**config.mk**
```make
export PLATFORM = sky130hd
export DESIGN_NAME = bsg_rr_mux_one_hot_arb_flat
export DESIGN_NICKNAME = d
export VERILOG_FILES = /design/src/rtl/bsg_rr_mux_arb_pkg.sv /design/src/rtl/bsg_rr_mux_one_hot_arb_if.sv /design/src/rtl/bsg_mux_one_hot.sv /design/src/rtl/bsg_rr_mux_arb_prio.sv /design/src/rtl/bsg_rr_mux_one_hot_arb.sv /design/src/flat_wrapper.sv
export SDC_FILE = /design/constraint.sdc
export NUM_CORES = 1
export LEC_CHECK = 0
export ABC_AREA = 1
export CAP_MARGIN = 20
export CORE_MARGIN = 2
export CORE_UTILIZATION = 30
export DETAILED_ROUTE_END_ITERATION = 8
export GPL_TIMING_DRIVEN = 0
export PLACE_DENSITY = 0.67
export SLEW_MARGIN = 20
export SYNTH_ARGS = -nofsm -noshare
export SYNTH_HDL_FRONTEND = slang
export SYNTH_SLANG_ARGS = --single-unit
```
**constraint.sdc**
```tcl
create_clock -name clk_i -period 1.7 [get_ports clk_i]
set_input_delay 0.255 -clock clk_i [delete_from_list [all_inputs] [get_ports clk_i]]
set_output_delay 0.255 -clock clk_i [all_outputs]
set_load 0.01 [all_outputs]
```
**src/rtl/bsg_rr_mux_arb_pkg.sv**
```systemverilog
// Shared helpers for the round-robin one-hot mux arbiter: pointer sizing,
// one-hot decode and the rotate used by the priority scan (els_p <= 32).
package bsg_rr_mux_arb_pkg;

  localparam int max_els_lp = 32;

  function automatic int ptr_width(input int els);
    return (els > 1) ? $clog2(els) : 1;
  endfunction

  function automatic logic [31:0] onehot_to_index(input logic [31:0] oh);
    logic [31:0] idx;
    idx = '0;
    for (int i = 0; i < max_els_lp; i++) begin
      if (oh[i]) idx = idx | 32'(i);
    end
    return idx;
  endfunction

  // Rotate the low n bits of x left by amt, where 0 <= amt <= n.
  function automatic logic [31:0] rotl(input logic [31:0] x, input int amt, input int n);
    logic [63:0] m;
    logic [63:0] xx;
    m  = (64'd1 << n) - 64'd1;
    xx = {32'd0, x} & m;
    xx = ((xx << amt) | (xx >> (n - amt))) & m;
    return xx[31:0];
  endfunction

endpackage

```
**src/rtl/bsg_rr_mux_one_hot_arb_if.sv**
```systemverilog
// Requester/consumer bundle for bsg_rr_mux_one_hot_arb. lock_i exists only
// when BSG_RR_MUX_ARB_LOCK_EN is defined.
interface bsg_rr_mux_one_hot_arb_if #(
  parameter int width_p = 9,
  parameter int els_p   = 3
);
  logic [els_p-1:0]         v_i;
  logic [els_p*width_p-1:0] data_i;
  logic [els_p-1:0]         ready_o;
  logic                     v_o;
  logic [width_p-1:0]       data_o;
  logic [els_p-1:0]         grant_o;
  logic                     ready_i;
`ifdef BSG_RR_MUX_ARB_LOCK_EN
  logic [els_p-1:0]         lock_i;

  modport slave  (input  v_i, data_i, ready_i, lock_i, output ready_o, v_o, data_o, grant_o);
  modport master (output v_i, data_i, ready_i, lock_i, input  ready_o, v_o, data_o, grant_o);
`else
  modport slave  (input  v_i, data_i, ready_i, output ready_o, v_o, data_o, grant_o);
  modport master (output v_i, data_i, ready_i, input  ready_o, v_o, data_o, grant_o);
`endif
endinterface

```
**src/rtl/bsg_mux_one_hot.sv**
```systemverilog
// AND-OR one-hot mux: req k's word sits at data_i[k*width_p +: width_p].
module bsg_mux_one_hot #(
  parameter int width_p = 1,
  parameter int els_p   = 1
) (
  input  logic [els_p*width_p-1:0] data_i,
  input  logic [els_p-1:0]         sel_one_hot_i,
  output logic [width_p-1:0]       data_o
);
  logic [width_p-1:0] masked [els_p];

  genvar gi;
  generate
    for (gi = 0; gi < els_p; gi++) begin : g_mask
      assign masked[gi] = data_i[gi*width_p +: width_p] & {width_p{sel_one_hot_i[gi]}};
    end
  endgenerate

  always_comb begin
    data_o = '0;
    for (int i = 0; i < els_p; i++) data_o = data_o | masked[i];
  end
endmodule

```
**src/rtl/bsg_rr_mux_arb_prio.sv**
```systemverilog
// Rotated fixed-priority pick: first valid requester at or above ptr_i+1
// (mod els_p) wins; no valid requester gives an all-zero select.
module bsg_rr_mux_arb_prio
  import bsg_rr_mux_arb_pkg::*;
#(
  parameter int els_p   = 3,
  parameter int ptr_w_p = ptr_width(els_p)
) (
  input  logic [els_p-1:0]   v_i,
  input  logic [ptr_w_p-1:0] ptr_i,
  output logic [els_p-1:0]   sel_one_hot_o
);
  int               start;
  logic [els_p-1:0] rot_v;
  logic [els_p-1:0] pick;

  always_comb begin
    start = (int'(ptr_i) >= els_p - 1) ? 0 : int'(ptr_i) + 1;
    // Bring the scan start to bit 0, take the lowest set bit, rotate back.
    rot_v = els_p'(rotl(32'(v_i), (start == 0) ? 0 : els_p - start, els_p));
    pick  = rot_v & (~rot_v + els_p'(1));
    sel_one_hot_o = els_p'(rotl(32'(pick), start, els_p));
  end
endmodule

```
**src/rtl/bsg_rr_mux_one_hot_arb.sv**
```systemverilog
// Round-robin arbiter driving a shared one-hot mux into a one-entry output
// buffer. Define BSG_RR_MUX_ARB_LOCK_EN to add packet locking via lock_i.
module bsg_rr_mux_one_hot_arb
  import bsg_rr_mux_arb_pkg::*;
#(
  parameter int width_p = 9,
  parameter int els_p   = 3
) (
  input logic                       clk_i,
  input logic                       reset_n_i,
  bsg_rr_mux_one_hot_arb_if.slave   bus
);
  localparam int ptr_w_lp = ptr_width(els_p);

  logic                v_q, v_d;
  logic [width_p-1:0]  data_q, data_d;
  logic [els_p-1:0]    grant_q, grant_d;
  logic [ptr_w_lp-1:0] ptr_q, ptr_d;
  logic                load_en;
  logic [els_p-1:0]    arb_v;
  logic [els_p-1:0]    sel;
  logic [width_p-1:0]  mux_data;

`ifdef BSG_RR_MUX_ARB_LOCK_EN
  logic [els_p-1:0] lock_q, lock_d;

  // A held lock narrows arbitration to the locked requester only.
  assign arb_v = (|lock_q) ? (bus.v_i & lock_q) : bus.v_i;

  always_comb begin
    lock_d = lock_q;
    if (load_en && (|sel)) lock_d = (|(sel & bus.lock_i)) ? sel : '0;
  end

  always_ff @(posedge clk_i or negedge reset_n_i) begin
    if (!reset_n_i) lock_q <= '0;
    else            lock_q <= lock_d;
  end
`else
  assign arb_v = bus.v_i;
`endif

  bsg_rr_mux_arb_prio #(
    .els_p   (els_p),
    .ptr_w_p (ptr_w_lp)
  ) u_prio (
    .v_i           (arb_v),
    .ptr_i         (ptr_q),
    .sel_one_hot_o (sel)
  );

  bsg_mux_one_hot #(
    .width_p (width_p),
    .els_p   (els_p)
  ) u_mux (
    .data_i        (bus.data_i),
    .sel_one_hot_i (sel),
    .data_o        (mux_data)
  );

  assign load_en     = ~v_q | bus.ready_i;
  assign bus.ready_o = sel & {els_p{load_en}};
  assign bus.v_o     = v_q;
  assign bus.data_o  = data_q;
  assign bus.grant_o = grant_q;

  always_comb begin
    v_d     = v_q;
    data_d  = data_q;
    grant_d = grant_q;
    ptr_d   = ptr_q;
    if (load_en) begin
      if (|sel) begin
        v_d     = 1'b1;
        data_d  = mux_data;
        grant_d = sel;
        ptr_d   = ptr_w_lp'(onehot_to_index(32'(sel)));
      end else begin
        v_d = 1'b0;
      end
    end
  end

  // Pointer starts at the top requester so requester 0 wins first after reset.
  always_ff @(posedge clk_i or negedge reset_n_i) begin
    if (!reset_n_i) begin
      v_q     <= 1'b0;
      data_q  <= '0;
      grant_q <= '0;
      ptr_q   <= ptr_w_lp'(els_p - 1);
    end else begin
      v_q     <= v_d;
      data_q  <= data_d;
      grant_q <= grant_d;
      ptr_q   <= ptr_d;
    end
  end
endmodule

```
**src/flat_wrapper.sv**
```systemverilog
// flat-port wrapper written by rule: the top's interface ports become plain ports
module bsg_rr_mux_one_hot_arb_flat import bsg_rr_mux_arb_pkg::*;
#(
  parameter int width_p = 9,
  parameter int els_p   = 3
)
  (clk_i, reset_n_i, bus_v_i, bus_data_i, bus_ready_i, bus_ready_o, bus_v_o, bus_data_o, bus_grant_o);
  bsg_rr_mux_one_hot_arb_if #(.width_p(width_p), .els_p(els_p)) bus_i ();
  input logic clk_i;
  input logic reset_n_i;
  input wire logic [$bits(bus_i.v_i)-1:0] bus_v_i;
  input wire logic [$bits(bus_i.data_i)-1:0] bus_data_i;
  input wire logic [$bits(bus_i.ready_i)-1:0] bus_ready_i;
  output wire logic [$bits(bus_i.ready_o)-1:0] bus_ready_o;
  output wire logic [$bits(bus_i.v_o)-1:0] bus_v_o;
  output wire logic [$bits(bus_i.data_o)-1:0] bus_data_o;
  output wire logic [$bits(bus_i.grant_o)-1:0] bus_grant_o;
  assign bus_i.v_i = bus_v_i;
  assign bus_i.data_i = bus_data_i;
  assign bus_i.ready_i = bus_ready_i;
  assign bus_ready_o = bus_i.ready_o;
  assign bus_v_o = bus_i.v_o;
  assign bus_data_o = bus_i.data_o;
  assign bus_grant_o = bus_i.grant_o;
  bsg_rr_mux_one_hot_arb #(.width_p(width_p), .els_p(els_p)) u_core (.clk_i(clk_i), .reset_n_i(reset_n_i), .bus(bus_i));
endmodule
```
======== After elaboration in Yosys (flattened, before gate mapping) ========
Cells that the tools add are included.
storage, ports and cells
  register bits after elaboration ......... 15
  logic and storage cells ................. 33
  output and inout port bits .............. 16
  input port bits ......................... 33
operators by class
  bitwise operators ....................... 12
  shift-type cells ........................ 4
  mux-type cells .......................... 5
  reduce and logical (&&, ||, !) cells .... 3
  order comparisons ....................... 1
  $add $sub $neg .......................... 4
operators by type and width
  operator                                                              number
  3-bit by 32-bit right shift with 3-bit output                         2
  32-bit zero test                                                      1
  32-bit two-way mux                                                    1
  3-bit by 32-bit << shifter with 3-bit output                          1
  3-bit by 32-bit subtractor with 32-bit output (first input constant)  1
  9-bit bitwise AND                                                     3
  9-bit bitwise OR                                                      2
  3-bit bitwise AND                                                     2
  3-bit bitwise OR                                                      2
  2-bit by 3-bit subtractor with 4-bit output (first input constant)    1
  2-bit by 1-bit adder with 3-bit output (second input constant)        1
  3-bit by 1-bit adder with 3-bit output (second input constant)        1
  3-bit two-way mux                                                     1
  3-bit inverter                                                        1
  3-bit OR reduction                                                    1
  3-bit by 3-bit << shifter with 3-bit output                           1
  2-bit greater-or-equal comparator (second input constant)             1
  1-bit two-way mux                                                     2
  2-bit two-way mux                                                     1
  2-bit AND reduction                                                   1
  1-bit inverter                                                        1
  1-bit bitwise OR                                                      1

======== Logic depth before layout (Yosys ltp) ========
Gate-level depths: netlist of the first run.
  word-level depth ........................ 15
  gate-level depth with buffers ........... 13
  depth with buffers taken out ............ 12

======== Cells and area by module ========
A second synthesis of the first run with hierarchy kept.
unflattened totals
  cells, all modules ...................... 148
  area total of the unflattened synthesis .. 985.9 um^2
by module, submodules not included
  module                  area an instance (um^2)  times used  seq. area each (um^2)  cells an instance
  bsg_rr_mux_one_hot_arb  599.3                    1           351.6                  65
  bsg_rr_mux_arb_prio     200.2                    1           0.0                    44
  bsg_mux_one_hot         186.4                    1           0.0                    39

======== Worst setup path after synthesis of the first run ========
No wires, ideal clock.
  kind .................................... reg2out
  start ................................... reg u_core.ptr_q[1]
  end ..................................... out bus_ready_o[1]
  arrival ................................. 1358 ps
  required time ........................... 1445 ps
  cell stages (with the launch flop) ...... 10
  path buffers ............................ 1
  setup slack ............................. 87 ps
  cell sequence ........................... dfstp_2 -> inv_1 -> o21ai_0 -> inv_1 -> nand2_1 -> nand2_1 -> nand2_1 -> buf_2 -> nand3_1 -> inv_1
on the way
  word-level cells in the longest chain between the ends .. 13
  elaborated cells between the ends (all ways) .. 17
  those cells by class .................... add/sub: 4; order compare: 1; shift: 4; mux: 2; bitwise: 5; reduce/logical: 1
RTL lines
  element                                                                                                              RTL line                                             source
  start: declaration                                                                                                   bsg_rr_mux_one_hot_arb.sv:18                         logic [ptr_w_lp-1:0] ptr_q, ptr_d;
  start signal: assignment                                                                                             bsg_rr_mux_one_hot_arb.sv:90                         ptr_q <= ptr_w_lp'(els_p - 1);
  start signal: assignment                                                                                             bsg_rr_mux_one_hot_arb.sv:95                         ptr_q <= ptr_d;
  2-bit by 1-bit adder with 3-bit output / 2-bit greater-or-equal comparator (equally long branches)                   bsg_rr_mux_arb_prio.sv:18                            start = (int'(ptr_i) >= els_p - 1) ? 0 : int'(ptr_i) + 1;
  3-bit two-way mux (*)                                                                                                bsg_rr_mux_arb_prio.sv:18
  2-bit by 3-bit subtractor with 4-bit output / 32-bit zero test (equally long branches)                               bsg_rr_mux_arb_pkg.sv:26, bsg_rr_mux_arb_prio.sv:20
  32-bit two-way mux                                                                                                   bsg_rr_mux_arb_prio.sv:20                            rot_v = els_p'(rotl(32'(v_i), (start == 0) ? 0 : els_p - start, els_p));
  3-bit by 32-bit subtractor with 32-bit output                                                                        bsg_rr_mux_arb_pkg.sv:26                             xx = ((xx << amt) | (xx >> (n - amt))) & m;
  3-bit by 32-bit right shift with 3-bit output                                                                        bsg_rr_mux_arb_pkg.sv:26
  3-bit bitwise OR                                                                                                     bsg_rr_mux_arb_pkg.sv:26
  3-bit inverter                                                                                                       bsg_rr_mux_arb_prio.sv:21                            pick = rot_v & (~rot_v + els_p'(1));
  3-bit by 1-bit adder with 3-bit output                                                                               bsg_rr_mux_arb_prio.sv:21
  3-bit bitwise AND                                                                                                    bsg_rr_mux_arb_prio.sv:21
  3-bit by 3-bit << shifter with 3-bit output / 3-bit by 32-bit right shift with 3-bit output (equally long branches)  bsg_rr_mux_arb_pkg.sv:26
  3-bit bitwise OR (*)                                                                                                 bsg_rr_mux_arb_pkg.sv:26
  3-bit bitwise AND (*)                                                                                                bsg_rr_mux_one_hot_arb.sv:62                         assign bus.ready_o = sel & {els_p{load_en}};
  end: declaration                                                                                                     flat_wrapper.sv:14                                   output wire logic [$bits(bus_i.ready_o)-1:0] bus_ready_o;
Every way passes the cells marked *; elsewhere a longest branch is shown, timed or not.

======== Final worst setup path of the first run ========
  start ................................... reg u_core.ptr_q[1]
  end ..................................... out bus_ready_o[2]
The elaborated chain is that of the path after synthesis.

==> results.md, run 1 <==
* Outcome: complete, but fails checks
* Failing checks: negative setup slack
* Core footprint at roughly 0.0028 mm2
* Required @ worst endpoint at between 1000 and 1500 ps
* Slew Limit Fails at 0
* Fin util at between 50% and 60%
* Worst-path clk slew at about 80 ps
* FF/Latch Area at between 300 and 400 um2
* Main combinational cell family by area after synthesis: simple AND/OR/NAND/NOR gates
* Layout area overhead at 85.19%
* Area of the multi-input gates at about 510 um2
* YS warnings at 0
* # diodes at 0
* Crit path max fanout at 5
* Crit Path Class: flop to primary output
* Synthesized cell area at roughly 900 um2
* Tightest Hold Check Type: input port to async pin
* CTS tree: built
* Die ar. at ~0.0034 mm2
* First-pass GRT wire length at about 4.5 mm
* Number of global-route vias before repair at 1056
* Pleak at 0.8391 nW
* Synth Area in Simple Gates at a little under half
* TritonRoute pass-1 iters at 4
* Clock sink count at 14
* Power Total at slightly above 3 mW
* Compound-Gate Fraction of Synth Area at under 10%
* Final clock period utilization by the worst path at 115.9%
* DPL Wire Length at 1.973 mm
* Yosys reg bits at 14
* Average cell area after synthesis at around 6.8 um2
* Synth Instances at 130
* Mux contribution to synthesized area at 0%
* Fill cell count at between 200 and 300
* Final Hold Fails at 0
* TritonCTS buffer count at 3
* Post-synth cell types at 18
* Max_cap viols at 0
* GRT Util Overall at roughly 17%
* Syn_nets at ~160
* Total wire length at roughly 2.8 mm
* Xor/xnor share of the synthesized area at 0%
* Die Y at approximately 58 um
* Worst skew pair latency at between 200 and 300 ps
* Initial DRC Count at 33
* I/O Pins at 49
* Worst EP arrival at approximately 1700 ps
* Unrepaired setup endpoints after global routing: yes
* Via Count at approximately 1.1k
* Drt wl/cell at ~12 um
* Fin nets at 229
* Share of cells above drive strength 1 at a little under a quarter
* Antenna violations before repair at 0
* Crit path capture type: primary output
* Initial Utilization at between 30% and 40%
* Synth Area in Adders at 0%
* Gr ovfl total at 0
* GP Congestion at roughly 0.7
* Pwr Density at 1857 mW/mm2
* FMAX at 507.5 MHz
* Skew final at roughly 0.65 ps
* Final ANT Viol Nets at 0
* Maximum vdd ir drop at between 1000 and 1500 uV
* Final setup vio count at 17
* Htree depth at 1
* Largest net degree at the start of global routing at 15
* Root Buffer: clkbuf_4
* Row cnt at 19
* Final min period at 1970 ps
* Worst slew margin at between 50 and 60%
* DR vias/cell at roughly 4.8
* Drt drc at 0
* Max Root-Sink Buffers at 2
* Post-route worst setup slack at -270.3 ps
* IO Port Bufs at 48
* Worst-margin pin slew at 599.8 ps
* CP startpoint kind: flop
* Seq/Total Area, Yosys at 39.63%
* Die X at about 58 um
report_power, final:
| group | switching, mW | total, mW | internal [mW] |
|---|---|---|---|
| combinational | 1.05 | 2.18 | 1.12 |
| clock | 0.103 | 0.233 | 0.130 |
| sequential | 0.129 | 0.642 | 0.512 |
| total | 1.29 | 3.05 | 1.76 |
synthesized netlist by cell type (all sizes together):
| master | count | area [um2] |
|---|---|---|
| nand2 | 59 | 234.0 |
| nand3 | 29 | 145.1 |
| dfrtp | 13 | 325.3 |
| inv | 12 | 45.04 |
| clkbuf | 4 | 15.01 |
| buf | 3 | 23.77 |
| nor2 | 3 | 13.77 |
| o2111ai | 2 | 17.52 |
| dfstp | 1 | 26.28 |
| nand3b | 1 | 20.02 |
| o21ai | 1 | 5.000 |
| o21bai | 1 | 7.510 |
| o311ai | 1 | 8.760 |
metrics by stage:
step	setup slack, ps	setup TNS, ps	hold slack, ps	std cells	area, um2
2_1_floorplan	87.24	0	-40.59	130	887.1
3_3_place_gp	-892.0	-5859	459.1	209	1406
3_5_place_dp	-877.7	-6088	464.9	209	1406
4_1_cts	-229.9	-631.3	364.4	220	1567
5_1_grt	-375.8	-5014	387.6	226	1643
6_report	-270.3	-3455	352.4	226	1643
worst paths after layout:
kind	from	to	slack, ps	cells after the start
max in group asynchronous	reset_n_i	u_core.bus.grant_o[1]$_DFFE_PN0P_	920	1
min in group clk_i	u_core.bus.grant_o[0]$_DFFE_PN0P_	u_core.bus.grant_o[0]$_DFFE_PN0P_	480	2
setup reg to reg	u_core.ptr_q[1]$_DFFE_PN1P_	u_core.bus.v_o$_DFFE_PN0P_	-210	10
hold reg to reg	u_core.bus.grant_o[0]$_DFFE_PN0P_	u_core.bus.grant_o[0]$_DFFE_PN0P_	480	2
hold / removal	reset_n_i	u_core.bus.data_o[0]$_DFFE_PN0P_	350	1
setup / recovery	u_core.ptr_q[1]$_DFFE_PN1P_	bus_ready_o[2]	-270	9
routing by layer:
layer | share of wire, % | global-route usage [%]
met1 | 41 | 19.64
met2 | 50 | 30.98
met3 | 7.7 | 4.835
met4 | 0.89 | 1.661
met5 | 0 | 0
cells by family (layout without fill, tap and decap cells):
logic type             Yosys count  in the layout
buffers and inverters           19             84
AO/OA/AOI/OAI                    5              5
flip-flops                      14             14
AND/OR/NAND/NOR                 92             92
worst max-delay path, stage by stage (launching register included):
cell and delay [ps]:
dfstp_2 600, inv_4 70, nand2_4 60, buf_4 120
o2111ai_1 90, nand2_1 120, clkbuf_8 140, nand2_2 60
inv_1 60, buf_2 120
cells in the final DEF (no fill, tap or decap), types with 2 or more instances in the layout:
cell type,count
clkbuf_4,4
dfrtp_1,12
buf_4,10
nand2_2,4
nand3_2,5
nand2_1,53
clkdlybuf4s50_1,44
nand2_4,2
inv_1,10
buf_6,7
nor2_2,2
buf_2,2
nand3_1,23
clkbuf_8,3
o2111ai_1,2
state kept, by name (all words and copies together), names as in the netlist:
name	cells
u_core.bus.v_o	1
u_core.bus.data_o	9
u_core.ptr_q	1
u_core.bus.grant_o	3
cell type report:
class	count	area share, %
sequential	14	21.48
timing repair buffer	61	35.72
inverter	12	2.894
clock buffer	4	2.209
multi-input combinational	97	31.15
tap	31	2.361
buffer	7	4.189
timing repair:
action,4_1_cts,5_1_grt
gates resized for setup,38,9
pin swaps,5,6
hold buffers,0,0
setup endpoints to repair,17,18
cloned,0,1
setup buffers,7,5
Power figures use the tool's default switching activity.
==> run 2, diff against run 1 <==
--- a/config.mk
+++ b/config.mk
@@ -5,13 +5,13 @@
 export SDC_FILE = /design/constraint.sdc
 export NUM_CORES = 1
 export LEC_CHECK = 0
-export ABC_AREA = 1
+export ABC_AREA = 0
 export CAP_MARGIN = 20
 export CORE_MARGIN = 2
-export CORE_UTILIZATION = 30
+export CORE_UTILIZATION = 32
 export DETAILED_ROUTE_END_ITERATION = 8
 export GPL_TIMING_DRIVEN = 0
-export PLACE_DENSITY = 0.67
+export PLACE_DENSITY = 0.74
 export SLEW_MARGIN = 20
 export SYNTH_ARGS = -nofsm -noshare
 export SYNTH_HDL_FRONTEND = slang
==> results.md, run 2 <==
* Total wire length at roughly 2.6 mm
* Maximum vdd ir drop at roughly 800 uV
* Die X at approximately 53 um
* Crit path capture type: primary output
* Hold buffers post-CTS at 0
* Power Total at ~1.3 mW
* Pwr Density at around 930 mW/mm2
* Layout area overhead at 77.40%
* Area share of the largest cell type after synthesis at 41.67%
* Slew Limit Fails at 0
* Reg2Reg Capture Point: u_core.bus.data_o[2]$_DFFE_PN0P_
* Die Y at 53.40 um
* Largest net degree at the start of global routing at 15
* First-pass GRT wire length at 3.919 mm
* Combinational share of power at between 40% and 50%
* I/O Pins at 49
* Fraction of registers with async set/reset at between 90% and 100%
* Pleak at 0.5832 nW
* Final ANT Viol Nets at 0
* Gr ovfl total at 0
* TritonRoute pass-1 iters at 4
* Worst-margin pin slew at 673.3 ps
* Tightest Hold Check Type: input port to async pin
* Max_cap viols at 0
* R2R depth at 5
* DR vias/cell at 5.152
* Syn_nets at 112
* Via Count at 850
* Core footprint at around 0.0023 mm2
* Die ar. at roughly 0.0029 mm2
* Crit Path Class: flop to primary output
* # diodes at 0
* Cell family with most CP delay: flip-flops
* Clock power frac at between 10% and 20%
* Inst Count DP at ~160
* Antenna violations before repair at 0
* Seq/Total Area, Yosys at 45.03%
* WP buf/inv at 1
* GP Congestion at 0.7645
* RR Startpoint: u_core.ptr_q[1]$_DFFE_PN1P_
* Clock sink count at 14
* Crit path max fanout at 4
* GRT Util Overall at slightly below 20%
* Skew final at between 4 and 5 ps
* Final setup vio count at 0
* Worst EP arrival at between 1000 and 1500 ps
* Synth top cells by count: a21oi_1 (18), dfrtp_1 (13), nor2_1 (11), a32oi_1 (9)
* Drt drc at 0
* Required @ worst endpoint at around 1400 ps
* Commonest non-fill, non-tap cells in the layout: clkdlybuf4s50_1 (41), a21oi_1 (18), dfrtp_1 (12), nor2_1 (11), a32oi_1 (9)
* Row cnt at 17
* Switching Share at between 30 and 40%
* Worst-path clk slew at ~90 ps
* Share of cells above drive strength 1 at 21.90%
* Primary FF master, synth: dfrtp_1
* YS warnings at 0
* Post-synth cell types at 25
* Final clock period utilization by the worst path at between 90% and 100%
* Leading area contributor after synthesis: dfrtp_1
* Synthesized cell area at between 700 and 800 um2
* Sw Pwr at around 0.42 mW
* Synth Instances at 79
* Max stage delay cell, worst path: dfstp_2
* Root Buffer: clkbuf_4
* Area of the multi-input gates at 427.9 um2
* Crit-path max cell delay at 600 ps
* Non-Filler Instances at between 150 and 200
* Max reg flops at 9
* Reg-to-reg slack, setup at 290 ps
* Commonest non-fill, non-tap cell in the layout: clkdlybuf4s50_1
* Final Hold Fails at 0
* Initial Utilization at 34.63%
* CP cell instances: nand2b_4 > o32ai_4 > and2_4 > clkbuf_2
* CP startpoint kind: flop
* Most frequent cell after synthesis: a21oi_1
* Max Root-Sink Buffers at 2
* Average cell area after synthesis at approximately 10 um2
* FMAX at between 500 and 600 MHz
* Outcome: finished, final reports clean
* Sequential power share at a little over a third
* Unrepaired setup endpoints after global routing: yes
* CTS tree: built
* Fill cell count at 201
* Number of global-route vias before repair at slightly above 800
* Yosys reg bits at 14
* Post-synth EDFFs at 0
* Worst skew pair latency at around 290 ps
* Final min period at about 1700 ps
* FF/Latch Area at around 350 um2
* TNS Setup at 0 ps
* Htree depth at 1
* Largest cells by area after synthesis: dfrtp_1 (42%), a21oi_1 (12%), a32oi_1 (10%)
* Drt wl/cell at ~16 um
* TritonCTS buffer count at 3
* Fin nets at around 170
* Worst slew margin at a little over half
* DPL Wire Length at roughly 1.9 mm
* IO Port Bufs at 48
* P_int at 0.8686 mW
* Initial DRC Count at 8
-- run 2: metrics by stage --
stage                     util (%)  worst slack, ps  hold WS, ps  cell area [um2]
after detailed placement     57.49           -733.4        468.7             1296
after floorplan                  -            336.3       -40.59            780.7
final                        61.43            10.37        358.7             1385
after global routing         61.43           -43.21        414.8             1385
after CTS                    61.76           -83.02        379.7             1393
after global placement       57.49           -732.6        459.3             1296
-- run 2: layout make-up --
| cell class | instances | area share, % |
|---|---|---|
| inverters | 1 | 0.2710 |
| clock buffers | 4 | 2.620 |
| repair buffers | 54 | 36.50 |
| plain buffers | 3 | 1.716 |
| multi-input cells | 61 | 30.89 |
| well taps | 28 | 2.529 |
| flip-flops and latches | 14 | 25.47 |
-- run 2: worst register-to-register path, stage by stage (launching register included) --
cell	delay [ps]
dfstp_2	600
buf_6	130
o22ai_4	70
buf_4	190
a32oi_1	230
a21oi_1	90
-- run 2: worst max path at each step --
stage | to | slack, ps | startpoint | cells after the start
5_1_grt | bus_ready_o[2] | -40 | u_core.ptr_q[1]$_DFFE_PN1P_ | 4
3_5_place_dp | bus_ready_o[2] | -730 | bus_v_i[2] | 5
3_3_place_gp | bus_ready_o[2] | -730 | bus_v_i[2] | 5
2_1_floorplan | bus_ready_o[1] | 340 | u_core.ptr_q[1]$_DFFE_PN1P_ | 3
6_report | bus_ready_o[2] | 10 | u_core.ptr_q[1]$_DFFE_PN1P_ | 4
4_1_cts | bus_ready_o[1] | -80 | u_core.ptr_q[1]$_DFFE_PN1P_ | 4
-- run 2: repair_timing --
action | CTS | global route
gates resized for setup | 15 | 9
pin swaps | 3 | 0
endpoints found under the hold margin | 0 | 0
setup buffers | 6 | 0
setup endpoints to repair | 3 | 3
-- run 2: kinds of logic (layout without fill, tap and decap cells) --
family                 after synthesis  count (layout)  share of synthesized area, %
buffers and inverters                4              62                         3.365
DFF                                 14              14                         45.03
AOI/OAI and AO/OA                   35              35                         33.49
and+or+nand+nor                     26              26                         18.11
-- run 2: power groups by stage --
stage,combinational (mW),clock (mW),sequential (mW)
2_1_floorplan,0.212,0,0.478
3_3_place_gp,0.510,0,0.454
3_5_place_dp,0.512,0,0.458
4_1_cts,0.584,0.260,0.440
5_1_grt,0.633,0.267,0.451
6_report,0.588,0.251,0.446
-- run 2: layer usage --
metal	share of wire, %	global-route usage (%)	vias up	routed length (um)
met3	5.1	6.780	5	134
met5	0	0	-	0
met2	50	32.10	27	1313
met4	0.94	5.128	0	25
li1	-	-	414	-
met1	44	24.39	404	1173
